File: src/rtl/serial_bit_feeder.sv
// serial_bit_feeder: parallel-to-serial front end for the pattern-detector FSMs.
// Latency: first bit on bit_out the cycle after the din handshake; 1 bit per clk.
// Backpressure: din_ready = !hb_v; sr + one-word holding buffer keeps back-to-back words gap-free.
//
// Ports:
//   clk        clock, rising edge
//   reset      synchronous, active-high
//   din        parallel word, sampled only on din_valid && din_ready
//   din_valid  upstream has a word
//   din_ready  a word can be accepted this cycle
//   bit_out    serial bit (IDLE_BIT when bit_valid is low)
//   bit_valid  bit_out carries payload
//   word_done  last bit of a word is on bit_out
//   busy       shift register or holding buffer occupied
module serial_bit_feeder #(
    parameter int unsigned WIDTH     = 8,
    parameter int unsigned MSB_FIRST = 1,
    parameter logic        IDLE_BIT  = 1'b0
) (
    input  logic             clk,
    input  logic             reset,
    input  logic [WIDTH-1:0] din,
    input  logic             din_valid,
    output logic             din_ready,
    output logic             bit_out,
    output logic             bit_valid,
    output logic             word_done,
    output logic             busy
);

    localparam int unsigned CW = $clog2(WIDTH);

    typedef enum logic {
        IDLE  = 1'b0,
        SHIFT = 1'b1
    } state_t;

    state_t           state_q, state_d;
    logic [WIDTH-1:0] sr_q, sr_d;
    logic [CW-1:0]    cnt_q, cnt_d;
    logic [WIDTH-1:0] hb_q, hb_d;
    logic             hb_v_q, hb_v_d;

    logic             active;
    logic             acc;
    logic             last;
    logic [WIDTH-1:0] sr_shifted;

    // Outputs decode registers only, so there is no din_valid -> output path.
    assign active    = (state_q == SHIFT);
    assign din_ready = !hb_v_q;
    assign bit_valid = active;
    assign bit_out   = active ? ((MSB_FIRST != 0) ? sr_q[WIDTH-1] : sr_q[0]) : IDLE_BIT;
    assign word_done = active && (cnt_q == CW'(WIDTH - 1));
    assign busy      = active || hb_v_q;

    assign acc  = din_valid && din_ready;
    assign last = word_done;

    // Move the next bit to the output end; vacated end fills with zero.
    assign sr_shifted = (MSB_FIRST != 0) ? {sr_q[WIDTH-2:0], 1'b0}
                                         : {1'b0, sr_q[WIDTH-1:1]};

    always_comb begin
        state_d = state_q;
        sr_d    = sr_q;
        cnt_d   = cnt_q;
        hb_d    = hb_q;
        hb_v_d  = hb_v_q;
        case (state_q)
            IDLE: begin
                if (acc) begin
                    sr_d    = din;
                    cnt_d   = '0;
                    state_d = SHIFT;
                end
            end
            SHIFT: begin
                if (!last) begin
                    sr_d  = sr_shifted;
                    cnt_d = cnt_q + 1'b1;
                    if (acc) begin
                        hb_d   = din;
                        hb_v_d = 1'b1;
                    end
                end else if (hb_v_q) begin
                    // Holding buffer drains into sr; din_ready is low this cycle.
                    sr_d   = hb_q;
                    hb_v_d = 1'b0;
                    cnt_d  = '0;
                end else if (acc) begin
                    // Direct bypass into sr keeps the stream gap-free.
                    sr_d  = din;
                    cnt_d = '0;
                end else begin
                    state_d = IDLE;
                    cnt_d   = '0;
                end
            end
            default: state_d = IDLE;
        endcase
    end

    always_ff @(posedge clk) begin
        if (reset) begin
            state_q <= IDLE;
            sr_q    <= '0;
            cnt_q   <= '0;
            hb_q    <= '0;
            hb_v_q  <= 1'b0;
        end else begin
            state_q <= state_d;
            sr_q    <= sr_d;
            cnt_q   <= cnt_d;
            hb_q    <= hb_d;
            hb_v_q  <= hb_v_d;
        end
    end

endmodule
File: config.mk
export PLATFORM = sky130hd
export DESIGN_NAME = serial_bit_feeder
export DESIGN_NICKNAME = d
export VERILOG_FILES = /design/src/rtl/serial_bit_feeder.sv
export SDC_FILE = /design/constraint.sdc
export NUM_CORES = 1
export LEC_CHECK = 0
export ABC_CLOCK_PERIOD_IN_PS = 1600
export BUFFER_PORTS_ARGS = -buffer_cell sky130_fd_sc_hd__buf_2
export CELL_PAD_IN_SITES_DETAIL_PLACEMENT = 2
export CELL_PAD_IN_SITES_GLOBAL_PLACEMENT = 2
export CORE_MARGIN = 2
export CORE_UTILIZATION = 33
export CTS_CLUSTER_SIZE = 14
export DETAILED_ROUTE_END_ITERATION = 10
export HOLD_SLACK_MARGIN = 0.08
export PLACE_DENSITY_LB_ADDON = 0.1
export SYNTH_ARGS = -nofsm -noshare
export SYNTH_HDL_FRONTEND = slang
export SYNTH_SLANG_ARGS = --single-unit
File: constraint.sdc
create_clock -name clk -period 1.6 [get_ports clk]
set_input_delay 0.32 -clock clk [delete_from_list [all_inputs] [get_ports clk]]
set_output_delay 0.32 -clock clk [all_outputs]
set_load 0.1 [all_outputs]
; After elaboration in Yosys (flattened, before gate mapping)
; Cells that the tools add are included.
[totals]
inputBits = 11
output_inout_bits = 5
regBits = 21
word_cells = 31
[op_classes]
muxes = 14
eq_ne = 2
n_bitwise = 2
add_sub_neg = 1
reduce_logical = 7
[op_table]
columns = cell, count
row1 = 8-bit two-way mux, 3
row2 = 8-bit one-hot mux with 2 select lines, 1
row3 = 1-bit two-way mux, 6
row4 = 3-bit two-way mux, 2
row5 = 3-bit one-hot mux with 2 select lines, 1
row6 = "3-bit by 1-bit adder with 3-bit output, second input constant", 1
row7 = "3-bit equality test, second input constant", 1
row8 = 3-bit AND reduction, 1
row9 = 1-bit logical AND, 2
row10 = "2-bit inequality test, second input constant", 1
row11 = 1-bit NOT, 2
row12 = 1-bit one-hot mux with 2 select lines, 1
row13 = 2-bit AND reduction, 1
row14 = 2-bit nonzero test, 1
row15 = 1-bit zero test, 1
row16 = 1-bit logical OR, 1

; Depth between registers and ports, before layout
[logic_depth]
depth_word = 6
depth_mapped = 6
depth_no_buf = 5

; Worst setup path after synthesis
; No wires, ideal clock.
[synth_timing]
path_type = reg-to-output
start = register state_q (netlist: bit_valid)
end = output bit_out
required_time_ns = 1.280
path_stages_with_launch = 3
path_buffers = 1
path_slack_ns = -0.685
t_arrival_ns = 1.965
path_cell_list = dfxtp_1 -> buf_4 -> and2_1
[synth_via]
elab_chain_cells = 1
[synth_lines]
columns = item, line_no
row1 = start: declaration, 38  ; state_t state_q, state_d;
row2 = start signal: assignment, 112  ; state_q <= state_d;
row3 = 1-bit two-way mux, 53  ; assign bit_out = active ? ((MSB_FIRST != 0) ? sr_q[WIDTH-1] : sr_q[0]) : IDLE_BIT;
row4 = end: declaration, 25  ; output logic bit_out,
; Every way passes these cells.

; Worst setup path in the final report
[layout_timing]
start = register cnt_q[0]
end = output word_done
[layout_via]
elab_chain_cells = 2
[layout_lines]
columns = item, line_no
row1 = start: declaration, 40  ; logic [CW-1:0] cnt_q, cnt_d;
row2 = start signal: assignment, 114  ; cnt_q <= cnt_d;
row3 = 3-bit equality test, 54  ; assign word_done = active && (cnt_q == CW'(WIDTH - 1));
row4 = 1-bit logical AND, 54
row5 = end: declaration, 27  ; output logic word_done,
; Every way passes these cells.

==> reports/metrics.yaml <==
drt:
  via_per_inst: 5.55
  vias: 854
  met3_length_um: 94
  drt.antenna.violating_nets: 0
  top_layer: "met4"
  met1_length_um: 1270
  drtIter0Drc: 10
  dr.pass1.iters: 4
  drcViolationCount: 0
  routedWlPerCell_um: 19.1
  dr_wl_met2_um: 1540
  drt_wl_total_um: 2940
grt:
  grt_max_degree: 14
  grt_pass1_vias: 925
  antenna_found_initial: 0
  grt_pass1_wl_um: 4840
  grt_usage_pct: 20.0
  overflow: 0
clocking:
  cts.root.buffer_cell: "clkbuf_4"
  cts.sinks: 21
  htreeDepth: 1
  clk_latency_ns: 0.31
  cts_buffer_depth: 2
  cts_tree: "built"
  clk_pin_slew_ns: 0.13
  numCtsBuffers: 3
critical_path:
  worst-setup-path-type: "reg2out"
  crit_slowest_cell: "dfxtp_4"
  critPathTopFamily: "flip-flops"
  worst_ep_required_time_ns: 1.28
  startpoint_type: "register"
  path_buf_inv: 1
  cp_max_fo: 3
  critPathMaxStageDelay_ns: 0.38
  cp_cell_sequence: "ha_4 > ha_4 > and2_4 > buf_12"
  end_kind: "output pin"
  critPathMostFrequentCell: "ha_4"
  arrival_ns: 1.33
floorplan:
  rows: 19
  pin_count: 16
  start_util_pct: 34.7
  die_w_um: 57.8
  die_h_um: 57.8
  core_area_mm2: 0.00276
  dieArea_mm2: 0.00334
synthesis:
  syn_area_per_cell_um2: 9.37
  ys_seq_area_share_pct: 44.0
  synth-warning-count: 0
  ys_ff_latch: 21
  async_flop_share_pct: 0
  yosysUniqueCellTypes: 24
  netlist_area_um2: 956
  synthFlopType: "dfxtp_1"
  synth_cells: 102
  synth-edff-count: 0
  synth_nets: 115
power_and_ir_drop:
  p_comb_share_pct: 21.2
  intPower_mw: 0.741
  vdd_ir_drop_max_uv: 506
  swShare_pct: 31.7
  power.switching_mw: 0.344
  pwr-share-clk_pct: 25.2
  total_power_mw: 1.09
  seqPwrFrac_pct: 53.6
  leakagePower_nw: 0.528
  powerDensity_mw_per_mm2: 873
sta:
  fin_skew_ns: 0.00598
  post-route-period-util_pct: 103
  rsz0062_at_grt: "true"
  fin_crit_ns: 1.65
  max_freq_mhz: 606
  setup_violations: 1
  max_slew_margin_pct: 78.1
  hold_viol: 0
  worst_pin_slew_ns: 0.328
  fin_ws_ns: -0.0509
  drv_slew: 0
finish:
  syn_to_final_growth_pct: 30.1
  nFillCells: 312
  layout.nets: 137
  multi_input_area_um2: 522
  diodes: 0
  final_common_cell: "dfxtp_1"
  fin_area_mm2: 0.00124
  final-seq-area_um2: 433
  fin_cells: 154
  final_cell_mix: "17 x dfxtp_1, 16 x mux2i_1, 11 x a21oi_1"
  final_layout_size_suffix_gt1_share_pct: 30.9
  fin_util_pct: 45.1
run_status:
  status: "finished with violations"
  violations: "setup timing"
place:
  place.gp.congestion: 0.764
  place_hpwl_um: 2030
  io_buffers: 15
  dp_slack_ns: -0.0597
  dpl_cell_area_mm2: 0.00116
  dpl.cell_count: 148
hold_path:
  min_path_type: "in2reg"
job:
  drv_cap: 0
-- what timing repair did --
action,in CTS,in global routing
pin swaps,1,0
hold buffers,0,0
endpoints found under the setup margin,19,6
setup buffers,2,1
gates resized for setup,9,3
-- power by group through the flow --
stage | registers (mW) | logic, mW | clock network, mW
5_1_grt | 0.587 | 0.247 | 0.306
3_3_place_gp | 0.590 | 0.218 | 0
2_1_floorplan | 0.591 | 0.157 | 0
6_report | 0.582 | 0.230 | 0.274
4_1_cts | 0.583 | 0.231 | 0.286
3_5_place_dp | 0.594 | 0.226 | 0
-- synthesized netlist by cell type (2+ instances only) --
master,n,share of area (%)
a21oi_1,11,5.8
and3_1,7,4.6
buf_6,2,2.4
clkbuf_1,3,1.2
dfxtp_1,21,44
ha_1,2,2.6
inv_1,3,1.2
mux2i_1,16,17
nand2_1,4,1.6
nand2b_1,2,1.3
nand3_1,3,1.6
nor2_1,9,3.5
o22ai_1,8,5.2
-- registers in the layout (all words and copies together) (netlist names) --
signal	cells
hb_q	8
sr_q	8
cnt_q	3
bit_valid	1
hb_v_q	1
-- worst paths after layout --
kind / slack [ns] / from / depth (start not counted) / end
hold / removal: 0.25 / din[3] / 3 / hb_q[3]$_SDFFE_PP0P_
hold reg to reg: 0.50 / cnt_q[1]$_SDFFE_PP0P_ / 2 / cnt_q[1]$_SDFFE_PP0P_
setup reg to reg: 0.05 / cnt_q[0]$_SDFFE_PP0P_ / 6 / hb_q[1]$_SDFFE_PP0P_
setup / recovery: -0.05 / cnt_q[0]$_SDFFE_PP0P_ / 4 / word_done
-- cell type report --
type,count,share of cell area [%]
clock buffer,4,2.11
inverter,3,1.51
multi-input combinational,71,42.0
sequential,21,34.8
tap,31,3.12
timing repair buffer,24,16.5
-- tightest hold or removal path, delay by kind of cell --
| family | cells | cell delay [ns] |
|---|---|---|
| buffers and inverters | 1 | 0.09 |
| muxes | 1 | 0.06 |
| and+or+nand+nor | 1 | 0.07 |
-- metrics by stage --
step	hold slack, ns	TNS, ns
after floorplan	0.452	-0.0830
after global placement	0.466	0
after detailed placement	0.482	-0.231
after CTS	0.246	-0.0680
after global routing	0.267	-0.110
final	0.246	-0.0509
-- kinds of logic after synthesis --
| group | count (synthesis) | share of synthesized area, % |
|---|---|---|
| DFF | 21 | 44.0 |
| and+or+nand+nor | 32 | 18.2 |
| AOI/OAI and AO/OA | 21 | 12.4 |
| buffers and inverters | 10 | 6.02 |
| muxes | 16 | 16.8 |
| adders and majority gates | 2 | 2.62 |
-- routing by layer --
metal,global-route usage (%),vias to the layer above
li1,-,406
met5,0,-
met4,5.98,0
met2,36.2,15
met1,24.0,429
met3,3.79,4
Note: power is estimated with default switching activity, not from simulation.
